===== config.mk =====
export PLATFORM = sky130hd
export DESIGN_NAME = fifo_pixel_unpacker
export DESIGN_NICKNAME = d
export VERILOG_FILES = /design/src/rtl/fifo_pixel_unpacker_pkg.sv /design/src/rtl/fifo_pixel_unpacker_pixel_pos_counter.sv /design/src/rtl/fifo_pixel_unpacker.sv
export SDC_FILE = /design/constraint.sdc
export NUM_CORES = 1
export LEC_CHECK = 0
export CAP_MARGIN = 20
export CELL_PAD_IN_SITES_DETAIL_PLACEMENT = 1
export CELL_PAD_IN_SITES_GLOBAL_PLACEMENT = 1
export CORE_ASPECT_RATIO = 1.2
export CORE_MARGIN = 1.5
export CORE_UTILIZATION = 40
export CTS_BUF_LIST = sky130_fd_sc_hd__clkbuf_16
export DETAILED_ROUTE_END_ITERATION = 8
export PLACE_DENSITY_LB_ADDON = 0.1
export SETUP_SLACK_MARGIN = 0.05
export SLEW_MARGIN = 20
export SYNTH_ARGS = -nofsm -noshare
export SYNTH_HDL_FRONTEND = slang
export SYNTH_SLANG_ARGS = --single-unit
export TNS_END_PERCENT = 1

===== constraint.sdc =====
create_clock -name clk -period 8.5 [get_ports clk]
set_input_delay 1.7 -clock clk [delete_from_list [all_inputs] [get_ports clk]]
set_output_delay 1.7 -clock clk [all_outputs]
set_load 0.01 [all_outputs]

===== src/rtl/fifo_pixel_unpacker_pkg.sv =====
// Shared types and constants for the packed-pixel FIFO unpacker.
package fifo_pixel_unpacker_pkg;

  typedef enum logic [1:0] {
    ST_IDLE  = 2'd0,
    ST_FETCH = 2'd1,
    ST_SEND  = 2'd2,
    ST_FIN   = 2'd3
  } state_t;

  localparam logic [1:0] CH_R = 2'd0;
  localparam logic [1:0] CH_G = 2'd1;
  localparam logic [1:0] CH_B = 2'd2;

  function automatic int unsigned pix_width(input int unsigned dw);
    return 3 * dw;
  endfunction

endpackage


===== src/rtl/fifo_pixel_unpacker_pixel_pos_counter.sv =====
// Raster x/y position counter; wraps against IMG_W-1/IMG_H-1, not power-of-two overflow.
module pixel_pos_counter #(
  parameter int unsigned IMG_W = 32,
  parameter int unsigned IMG_H = 32,
  parameter int unsigned XW    = (IMG_W > 1) ? $clog2(IMG_W) : 1,
  parameter int unsigned YW    = (IMG_H > 1) ? $clog2(IMG_H) : 1
) (
  input  logic          clk,
  input  logic          rst,
  input  logic          i_clear,
  input  logic          i_advance,
  output logic [XW-1:0] o_x,
  output logic [YW-1:0] o_y,
  output logic          o_last_col,
  output logic          o_last_row,
  output logic          o_last_pix
);

  localparam logic [XW-1:0] X_LAST = XW'(IMG_W - 1);
  localparam logic [YW-1:0] Y_LAST = YW'(IMG_H - 1);

  logic [XW-1:0] r_x;
  logic [YW-1:0] r_y;

  always_ff @(posedge clk or posedge rst) begin
    if (rst) begin
      r_x <= '0;
      r_y <= '0;
    end else if (i_clear) begin
      r_x <= '0;
      r_y <= '0;
    end else if (i_advance) begin
      if (r_x == X_LAST) begin
        r_x <= '0;
        r_y <= r_y + 1'b1;
      end else begin
        r_x <= r_x + 1'b1;
      end
    end
  end

  always_comb begin
    o_x        = r_x;
    o_y        = r_y;
    o_last_col = (r_x == X_LAST);
    o_last_row = (r_y == Y_LAST);
    o_last_pix = o_last_col & o_last_row;
  end

endmodule


===== src/rtl/fifo_pixel_unpacker.sv =====
// Pops packed RGB words from the pixel FIFO and serialises them as tagged single-channel beats.
module fifo_pixel_unpacker
  import fifo_pixel_unpacker_pkg::*;
#(
  parameter int unsigned DATA_WIDTH = 32,
  parameter int unsigned IMG_W      = 32,
  parameter int unsigned IMG_H      = 32
) (
  input  logic                               clk,
  input  logic                               rst,
  input  logic                               start,
  input  logic                               fifo_empty,
  input  logic [pix_width(DATA_WIDTH)-1:0]   fifo_data,
  output logic                               fifo_rd_req,
  output logic [DATA_WIDTH-1:0]              ch_data,
  output logic [1:0]                         ch_idx,
  output logic                               ch_valid,
  input  logic                               ch_ready,
  output logic                               sof,
  output logic                               eol,
  output logic                               eof,
  output logic                               busy,
  output logic                               done
);

  localparam int unsigned PIX_WIDTH = pix_width(DATA_WIDTH);
  localparam int unsigned XW        = (IMG_W > 1) ? $clog2(IMG_W) : 1;
  localparam int unsigned YW        = (IMG_H > 1) ? $clog2(IMG_H) : 1;

  state_t                 r_state;
  state_t                 w_next;
  logic [PIX_WIDTH-1:0]   r_pix;
  logic [1:0]             r_ch_idx;
  logic [XW-1:0]          w_x;
  logic [YW-1:0]          w_y;
  logic                   w_last_col;
  logic                   w_last_row;
  logic                   w_last_pix;
  logic                   w_clear;
  logic                   w_advance;
  logic                   w_send;
  logic [DATA_WIDTH-1:0]  w_slice;

  pixel_pos_counter #(
    .IMG_W (IMG_W),
    .IMG_H (IMG_H),
    .XW    (XW),
    .YW    (YW)
  ) u_pos (
    .clk        (clk),
    .rst        (rst),
    .i_clear    (w_clear),
    .i_advance  (w_advance),
    .o_x        (w_x),
    .o_y        (w_y),
    .o_last_col (w_last_col),
    .o_last_row (w_last_row),
    .o_last_pix (w_last_pix)
  );

  always_ff @(posedge clk or posedge rst) begin
    if (rst) begin
      r_state  <= ST_IDLE;
      r_pix    <= '0;
      r_ch_idx <= CH_R;
    end else begin
      r_state <= w_next;
      if (fifo_rd_req) begin
        r_pix    <= fifo_data;
        r_ch_idx <= CH_R;
      end else if (w_send && ch_ready && (r_ch_idx != CH_B)) begin
        r_ch_idx <= r_ch_idx + 2'd1;
      end
    end
  end

  always_comb begin
    w_next      = r_state;
    fifo_rd_req = 1'b0;
    w_clear     = 1'b0;
    w_advance   = 1'b0;
    case (r_state)
      ST_IDLE: begin
        if (start) begin
          w_next  = ST_FETCH;
          w_clear = 1'b1;
        end
      end
      ST_FETCH: begin
        if (!fifo_empty) begin
          fifo_rd_req = 1'b1;
          w_next      = ST_SEND;
        end
      end
      ST_SEND: begin
        if (ch_ready && (r_ch_idx == CH_B)) begin
          w_advance = 1'b1;
          w_next    = w_last_pix ? ST_FIN : ST_FETCH;
        end
      end
      ST_FIN:  w_next = ST_IDLE;
      default: w_next = ST_IDLE;
    endcase
  end

  always_comb begin
    w_slice = '0;
    case (r_ch_idx)
      CH_R:    w_slice = r_pix[0 +: DATA_WIDTH];
      CH_G:    w_slice = r_pix[DATA_WIDTH +: DATA_WIDTH];
      default: w_slice = r_pix[2*DATA_WIDTH +: DATA_WIDTH];
    endcase
  end

  // Tags and data are gated by SEND so nothing leaks onto the stream between beats.
  always_comb begin
    w_send   = (r_state == ST_SEND);
    ch_valid = w_send;
    ch_data  = w_send ? w_slice : '0;
    ch_idx   = r_ch_idx;
    sof      = w_send & (w_x == '0) & (w_y == '0) & (r_ch_idx == CH_R);
    eol      = w_send & w_last_col & (r_ch_idx == CH_B);
    eof      = w_send & w_last_col & (r_ch_idx == CH_B) & w_last_row;
    busy     = (r_state != ST_IDLE);
    done     = (r_state == ST_FIN);
  end

endmodule


==> impl_metrics.json, run 1 <==
{
  "cts_buffers": 9,
  "netlist-cell-type-count": 39,
  "dieArea_um2": 14700,
  "maxSlewViolCount": 0,
  "clk_pin_slew_worst_paths_ns": 0.07,
  "drt_pre_antenna_iters": 4,
  "critPathLaunchType": "flip-flop",
  "path_cells": "inv_1 -> ha_2 -> nor2_4 -> nand2_1 -> a21oi_1 -> clkdlybuf4s50_1",
  "drt-total-wl_um": 14100,
  "top_layer": "met4",
  "route.met2.wl_um": 6680,
  "fin_crit_ns": 4.91,
  "grt_pass1_wl_um": 23300,
  "gp_congestion": 0.769,
  "antenna_cells": 0,
  "fin_cells": 712,
  "wl_met3_um": 605,
  "start_util_pct": 40.8,
  "peakVddDrop_v": 0.000253,
  "max_freq_mhz": 204,
  "switchingPower_w": 0.000807,
  "place_inst": 696,
  "status": "finished, final reports clean",
  "period_share_pct": 57.8,
  "wirelength_met1_um": 6600,
  "syn2layout_area_growth_pct": 29.6,
  "vias": 3776,
  "cts_tree": "done",
  "drt_iter0_markers": 131,
  "vias_per_cell": 5.30,
  "drive_gt1_share_pct": 23.7,
  "async_reset_ff_share_pct": 100,
  "core_um2": 13700,
  "die_x_um": 111,
  "grt_usage_pct": 20.1,
  "tightest_slew_ns": 0.970,
  "holdBufCountCts": 0,
  "wl_per_cell_um": 19.8,
  "die_h_um": 132,
  "cp-end-kind": "primary output",
  "critical_path_class": "reg2out",
  "p_sw_share_pct": 32.7,
  "antenna_left": 0,
  "post-cts-setup-buffer-count": 0,
  "htreeDepth": 3,
  "clkSinkCount": 110,
  "cpPeakStageDelay_ns": 0.88,
  "p_seq_share_pct": 37.7,
  "comb_power_share_pct": 45.1,
  "yosys_warnings": 0,
  "p_clk_share_pct": 17.2,
  "path_max_fanout": 34,
  "overflow": 0,
  "grt_pass1_vias": 4338,
  "intPower_w": 0.00166,
  "num_rows": 47,
  "clk_latency_ns": 0.35,
  "crit_family": "simple AND/OR/NAND/NOR gates",
  "fin_area_um2": 7240,
  "hold_path_class": "reg2reg",
  "syn_area_per_cell_um2": 13.7,
  "setup_viol_count_final": 0,
  "setup_tns_ns": 0,
  "post_cts_resized": 0,
  "cts_root_buffer": "clkbuf_16",
  "yosys_register_bits": 110,
  "grt_max_degree": 72,
  "power_density_nw_per_um2": 341,
  "crit_buf_inv": 2,
  "rsz0062_at_grt": "no",
  "synth_top_flop_cell": "dfrtp_1",
  "syn_nets": 520,
  "ioPinCount": 142,
  "drv_cap": 0,
  "fin_skew_ns": 0.00767,
  "drcViolationCount": 0,
  "cp.arrival_ns": 3.21,
  "leakage_nw": 3.14,
  "yosysSeqAreaShare_pct": 49.3,
  "synthCells": 409,
  "power.total_w": 0.00247,
  "final_nets": 647,
  "slew-limit-headroom_pct": 35.2,
  "dpl_cell_area_um2": 6950,
  "finalHoldViolCount": 0,
  "crit_slowest_cell": "nor2_4",
  "port-buffer-count": 141,
  "synth_edf_count": 0,
  "critPathRequiredTime_ns": 6.80,
  "cts_buffer_depth": 2,
  "dp_hpwl_um": 8980,
  "synthesis.area_um2": 5590,
  "antenna_found_initial": 0
}
-- path summary, 6_finish.rpt --
path                       depth (start not counted)  startpoint  slack [ns]    endpoint
max reg2reg                                        4  r_state[1]        5.50   r_pix[82]
min in group asynchronous                          2         rst        1.74   r_pix[41]
min reg2reg                                        1   r_pix[93]        0.52   r_pix[93]
min                                                1   r_pix[93]        0.52   r_pix[93]
max                                                6   ch_idx[0]        3.59  ch_data[2]
max in group asynchronous                          3         rst        5.41   ch_idx[1]
-- flip-flops by register name, summed over array words and instances, names as in the netlist --
| register | flops |
|---|---|
| ch_idx | 2 |
| r_state | 2 |
| u_pos.o_y | 5 |
| u_pos.o_x | 5 |
| r_pix | 96 |
-- worst reg2reg max path, stage by stage (launching register included) --
cell     delay [ns]
dfrtp_1        0.54
nor3b_4        0.30
buf_4          0.77
buf_4          0.89
mux2_4         0.39
-- per-layer routing --
layer,up-vias,GRT usage (%)
met4,0,7.26
met3,16,4.35
li1,1710,-
met1,1949,27.2
met5,-,0
met2,101,31.9
-- layout make-up --
type | instances | area, um2
Clock buffer | 9 | 225
Clock inverter | 7 | 66.3
Fill cell | 1413 | 6460
Inverter | 12 | 47.5
Multi-Input combinational cell | 259 | 2500
Sequential cell | 110 | 2750
Tap cell | 171 | 214
Timing Repair Buffer | 144 | 1430
-- power groups by stage --
stage | Clock (W) | Combinational [W] | Sequential (W)
floorplan | 0 | 0.000858 | 0.000876
global placement | 0 | 0.00109 | 0.000920
detailed placement | 0 | 0.00112 | 0.000928
CTS | 0.000436 | 0.00113 | 0.000927
global route | 0.000455 | 0.00120 | 0.000957
finish | 0.000424 | 0.00111 | 0.000929
-- synthesized netlist by cell type, types with 2 or more instances --
library cell	number	area, um2
a21o_1	2	15.0
a21oi_1	37	185
a22oi_1	32	240
a31oi_1	2	12.5
and2_1	2	12.5
and3_1	2	12.5
buf_12	11	220
buf_2	4	20.0
buf_6	2	22.5
clkbuf_1	11	41.3
dfrtp_1	110	2750
ha_1	10	125
inv_1	11	41.3
mux2_4	96	1440
nand2_1	36	135
nand2b_1	2	12.5
nand3_1	8	40.0
nor2_1	5	18.8
o21ai_0	5	25.0
xnor2_1	2	17.5
-- cells by family after synthesis --
logic type	count (synthesis)	share of synthesized area, %
DFF	110	49.3
muxes	98	26.2
AOI/OAI and AO/OA	81	9.03
and+or+nand+nor	68	6.70
buffers and inverters	40	6.25
adders and majority gates	10	2.24
xor gates and xnor gates	2	0.314
-- cells in the final DEF (no fill, tap or decap), types with 3 or more instances in the layout --
master           instances
a21oi_1                 37
dfrtp_1                110
clkdlybuf4s50_1        141
inv_1                   11
nor2_1                   4
mux2_4                  96
nand2_1                 36
a22oi_1                 32
clkbuf_16                9
ha_1                     8
o21ai_0                  5
clkinvlp_4               3
nand3_1                  8
buf_4                    3
-- stage by stage --
step | hold WS (ns) | utilization (%) | worst slack, ns
3_5_place_dp | 0.496 | 50.7 | 3.83
5_1_grt | 0.528 | 52.8 | 3.37
4_1_cts | 0.517 | 52.8 | 3.51
3_3_place_gp | 0.493 | 50.7 | 3.82
6_report | 0.516 | 52.8 | 3.59
2_1_floorplan | 0.482 | - | 3.90
(Power assumes the default switching activity.)
==> run 2, diff against run 1 <==
- CORE_UTILIZATION: 40 -> 36
- clock period: 8.5 -> 4.42 ns (I/O delays scaled with it)
==> run 2 against run 1 <==
Via count shrank 1.0%. Final area grew 0.83%. Sequential cell count is the same. Die area grew 11%. Core utilization shrank 4.4 points. Non-clock buffer count grew 3. Critical path type unchanged. Critical endpoint is now ch_data[10].
==> impl_metrics.json, run 2 (synthesis results as in run 1) <==
{
  "use_met3_pct": 3.88,
  "period_share_pct": 84.9,
  "hold_path_depth": 1,
  "peakVddDrop_v": 0.000532,
  "cts_tree": "done",
  "vias": 3738,
  "top_register": "r_pix",
  "clkSinkCount": 110,
  "gp_congestion": 0.764,
  "dpl_cell_area_um2": 7020,
  "hold_ws_ns": 0.514,
  "overflow": 0,
  "max_freq_mhz": 267,
  "fin_area_um2": 7300,
  "htreeDepth": 3,
  "grt_max_degree": 100,
  "grt_usage_pct": 18.3,
  "cts_buffer_depth": 2,
  "critical_path_class": "reg2out",
  "r2r_setup_slack_ns": 2.36,
  "tightest_slew_ns": 0.937,
  "start_util_pct": 37.0,
  "cp-end-kind": "primary output",
  "cts_buffers": 9,
  "leakage_nw": 3.14,
  "min_from": "r_pix[71]",
  "wl_per_cell_um": 19.1,
  "critPathRequiredTime_ns": 3.54,
  "drt_iter0_markers": 89,
  "post_cts_resized": 0,
  "r2r_cells": 3,
  "worstReg2RegEnd": "r_pix[68]",
  "final_common_cell": "clkdlybuf4s50_1",
  "grt_pass1_wl_um": 22900,
  "status": "finished, final reports clean",
  "busiest_layer": "met2",
  "antenna_cells": 0,
  "final_nets": 650,
  "grt_use_met1_pct": 23.7,
  "grt_pass1_vias": 4267,
  "rsz0062_at_grt": "no",
  "drt_pre_antenna_iters": 4,
  "largest_register_ffs": 96,
  "rr_startpoint": "r_state[0]",
  "core_um2": 15100,
  "final_util_pct": 48.4,
  "cts_root_buffer": "clkbuf_16",
  "antenna_found_initial": 0,
  "hold_path_class": "reg2reg",
  "drv_cap": 0,
  "port-buffer-count": 141,
  "drt-total-wl_um": 14300,
  "vias_per_cell": 5.00,
  "critPathLaunchType": "flip-flop",
  "fin_crit_ns": 3.75,
  "cp.arrival_ns": 2.87,
  "die_x_um": 117,
  "dp_hpwl_um": 9420,
  "num_rows": 49,
  "setup_viol_count_final": 0,
  "dieArea_um2": 16300,
  "clk_latency_ns": 0.35,
  "slew-limit-headroom_pct": 37.4,
  "path_max_fanout": 32,
  "finalHoldViolCount": 0,
  "post-cts-setup-buffer-count": 0,
  "drcViolationCount": 0,
  "ioPinCount": 142,
  "die_h_um": 139,
  "holdPathEnd": "r_pix[71]",
  "maxSlewViolCount": 0,
  "grt_use_met2_pct": 30.4,
  "setup_tns_ns": 0,
  "syn2layout_area_growth_pct": 30.7,
  "final_cell_mix": "clkdlybuf4s50_1 (141), dfrtp_1 (110), mux2_4 (96)",
  "antenna_left": 0,
  "drive_gt1_share_pct": 24.3,
  "fin_skew_ns": 0.00453,
  "clk_pin_slew_worst_paths_ns": 0.07,
  "holdBufCountCts": 0,
  "power_density_nw_per_um2": 647
}
## run 2: changes by cell type in the layout (fill, tap and decap cells not counted), sizes merged
| cell | delta |
|---|---|
| buf | +3 |
| bufinv | -1 |
| clkinv | +1 |
## run 2: final cells by class
cell class                 count  area, um2
fill                        1589       7780
sequential                   110       2750
multi-input combinational    259       2500
timing repair buffer         147       1470
tap                          204        255
clock buffer                   9        225
clock inverter                 7       50.0
inverter                      12       47.5
## run 2: worst max-delay path, cell delays in order, from the launching register on
cell             delay, ns
dfrtp_1               0.43
inv_1                 0.09
ha_2                  0.29
nor2_4                0.76
nand2_1               0.12
a21oi_1               0.24
clkdlybuf4s50_1       0.57
## run 2: worst max-delay path by stage
stage | startpoint | end | slack, ns | cells after the start
floorplan | rst | ch_idx[0] | 0.63 | 1
global placement | ch_idx[0] | ch_data[10] | 1.13 | 6
detailed placement | ch_idx[0] | ch_data[10] | 1.02 | 6
CTS | ch_idx[0] | ch_data[10] | 0.62 | 6
global route | ch_idx[0] | ch_data[10] | 0.49 | 6
finish | ch_idx[0] | ch_data[10] | 0.67 | 6
## run 2: metrics by stage
stage	instances	worst slack, ns	total power [W]
2_1_floorplan	409	0.634	0.00333
3_3_place_gp	732	1.13	0.00392
3_5_place_dp	732	1.02	0.00398
4_1_cts	748	0.623	0.00479
5_1_grt	748	0.487	0.00503
6_report	748	0.669	0.00472
## run 2: metal layers
metal	part of all wire, %	routed length [um]	vias up
li1	-	-	1709
met1	44	6280	1936
met2	50	7110	84
met3	5.2	747	9
met4	1.2	177	0
met5	0	0	-
## run 2: where the power goes
group          switching (W)  internal, W
registers           0.000311      0.00148
clock network       0.000393     0.000384
logic               0.000868      0.00129
total                0.00157      0.00315
==> run 3, diff against run 2 <==
- clock period: 4.42 -> 3.36 ns (I/O delays scaled with it)
==> run 3 against run 2 <==
Sequential share of layout area down 0.48 points. Core utilization up 0.62 points. Power up 36%. Final area up 1.3%. Clock-buffer cell count unchanged. Clock skew up 0.0011 ns. Die area unchanged. First-iteration DRC count up 76%.
==> impl_metrics.json, run 3 (synthesis results as in run 1) <==
{
  "port-buffer-count": 141,
  "tightest_slew_ns": 0.760,
  "num_rows": 49,
  "grt_pass1_vias": 4271,
  "grt_pass1_wl_um": 22900,
  "min_from": "r_pix[95]",
  "antenna_left": 0,
  "peakVddDrop_v": 0.000733,
  "start_util_pct": 37.0,
  "pre_cts_ws_ns": 0.523,
  "post-cts-setup-buffer-count": 0,
  "clk_pin_slew_worst_paths_ns": 0.07,
  "overflow": 0,
  "final_common_cell": "clkdlybuf4s50_1",
  "drt-total-wl_um": 14200,
  "path_max_fanout": 15,
  "status": "finished, final reports clean",
  "critPathLaunchType": "flip-flop",
  "drt_pre_antenna_iters": 5,
  "grt_usage_pct": 18.3,
  "hold_path_class": "reg2reg",
  "htreeDepth": 3,
  "clkSinkCount": 110,
  "vias_per_cell": 4.94,
  "period_share_pct": 94.7,
  "antenna_cells": 0,
  "setup_viol_count_final": 0,
  "maxSlewViolCount": 0,
  "setup_tns_ns": 0,
  "slew-limit-headroom_pct": 49.3,
  "drv_cap": 0,
  "holdBufCountCts": 0,
  "critPathRequiredTime_ns": 2.69,
  "post_cts_resized": 0,
  "worst_slack_ns": 0.177,
  "cts_buffers": 9,
  "cp.arrival_ns": 2.51,
  "startpoint": "ch_idx[0]",
  "rr_startpoint": "r_state[1]",
  "critical_path_class": "reg2out",
  "leakage_nw": 3.19,
  "finalHoldViolCount": 0,
  "power_density_nw_per_um2": 865,
  "fin_area_um2": 7390,
  "drt_iter0_markers": 157,
  "gp_congestion": 0.738,
  "cts_root_buffer": "clkbuf_16",
  "syn2layout_area_growth_pct": 32.3,
  "die_x_um": 117,
  "cts_buffer_depth": 2,
  "largest_register_ffs": 96,
  "drcViolationCount": 0,
  "wl_per_cell_um": 18.8,
  "cp-end-kind": "primary output",
  "grt_max_degree": 111,
  "antenna_found_initial": 0,
  "cts_tree": "done",
  "core_um2": 15100,
  "max_freq_mhz": 314,
  "fillCellCount": 1592,
  "final_cell_mix": "clkdlybuf4s50_1 (141), dfrtp_1 (110), mux2_4 (96)",
  "dieArea_um2": 16300,
  "rsz0062_at_grt": "yes",
  "r2r_setup_slack_ns": 1.36,
  "vias": 3722,
  "fin_crit_ns": 3.18,
  "final_nets": 655,
  "power.total_w": 0.00640,
  "clk_latency_ns": 0.35,
  "top_register": "r_pix",
  "die_h_um": 139,
  "dpl_cell_area_um2": 7070,
  "drive_gt1_share_pct": 24.6,
  "final_util_pct": 49.0,
  "fin_skew_ns": 0.00559,
  "ioPinCount": 142,
  "dp_hpwl_um": 9380
}
-- run 3: cell types whose count changed in the layout (fill, tap and decap cells not counted), sizes merged --
| cell | delta |
|---|---|
| buf | +5 |
| bufinv | +2 |
| clkinv | +1 |
| clkinvlp | -1 |
| inv | -2 |
-- run 3: routing by layer --
layer / track usage (%) / vias up / share of wire (%)
met5: 0 / - / 0
met3: 3.31 / 14 / 4.9
met1: 24.6 / 1879 / 46
li1: - / 1724 / -
met2: 29.4 / 105 / 48
met4: 6.53 / 0 / 1.5
-- run 3: worst max-delay path, cell delays in order, from the launching register on --
cell and delay (ns):
dfrtp_1 0.41, inv_1 0.09, ha_2 0.22, buf_4 0.21
nor2_4 0.13, buf_4 0.25, nand2_1 0.09, a21oi_1 0.19
clkdlybuf4s50_1 0.57
-- run 3: layout make-up --
cell class	count	area (um2)	share of cell area [%]
flip-flops and latches	110	2750	37.2
inverters	12	48.8	0.660
clock buffers	9	225	3.05
well taps	204	255	3.45
clock inverters	7	88.8	1.20
multi-input cells	259	2500	33.8
repair buffers	152	1520	20.6
-- run 3: power breakdown --
part	leakage [nW]	internal (W)	total [W]	switching (W)
clock network	0.150	0.000649	0.00114	0.000494
registers	1.33	0.00195	0.00233	0.000382
logic	1.72	0.00175	0.00293	0.00118
total	3.19	0.00434	0.00640	0.00205
-- run 3: through the flow --
stage	cells	hold slack (ns)
floorplan	409	0.482
global placement	737	0.493
detailed placement	737	0.495
CTS	753	0.517
global route	753	0.525
finish	753	0.514
-- run 3: final timing paths --
kind | to | cells after the start
min | r_pix[95] | 1
min reg2reg | r_pix[95] | 1
min in group asynchronous | r_pix[2] | 3
max reg2reg | r_pix[4] | 3
max | ch_data[0] | 8
max in group asynchronous | r_pix[83] | 3
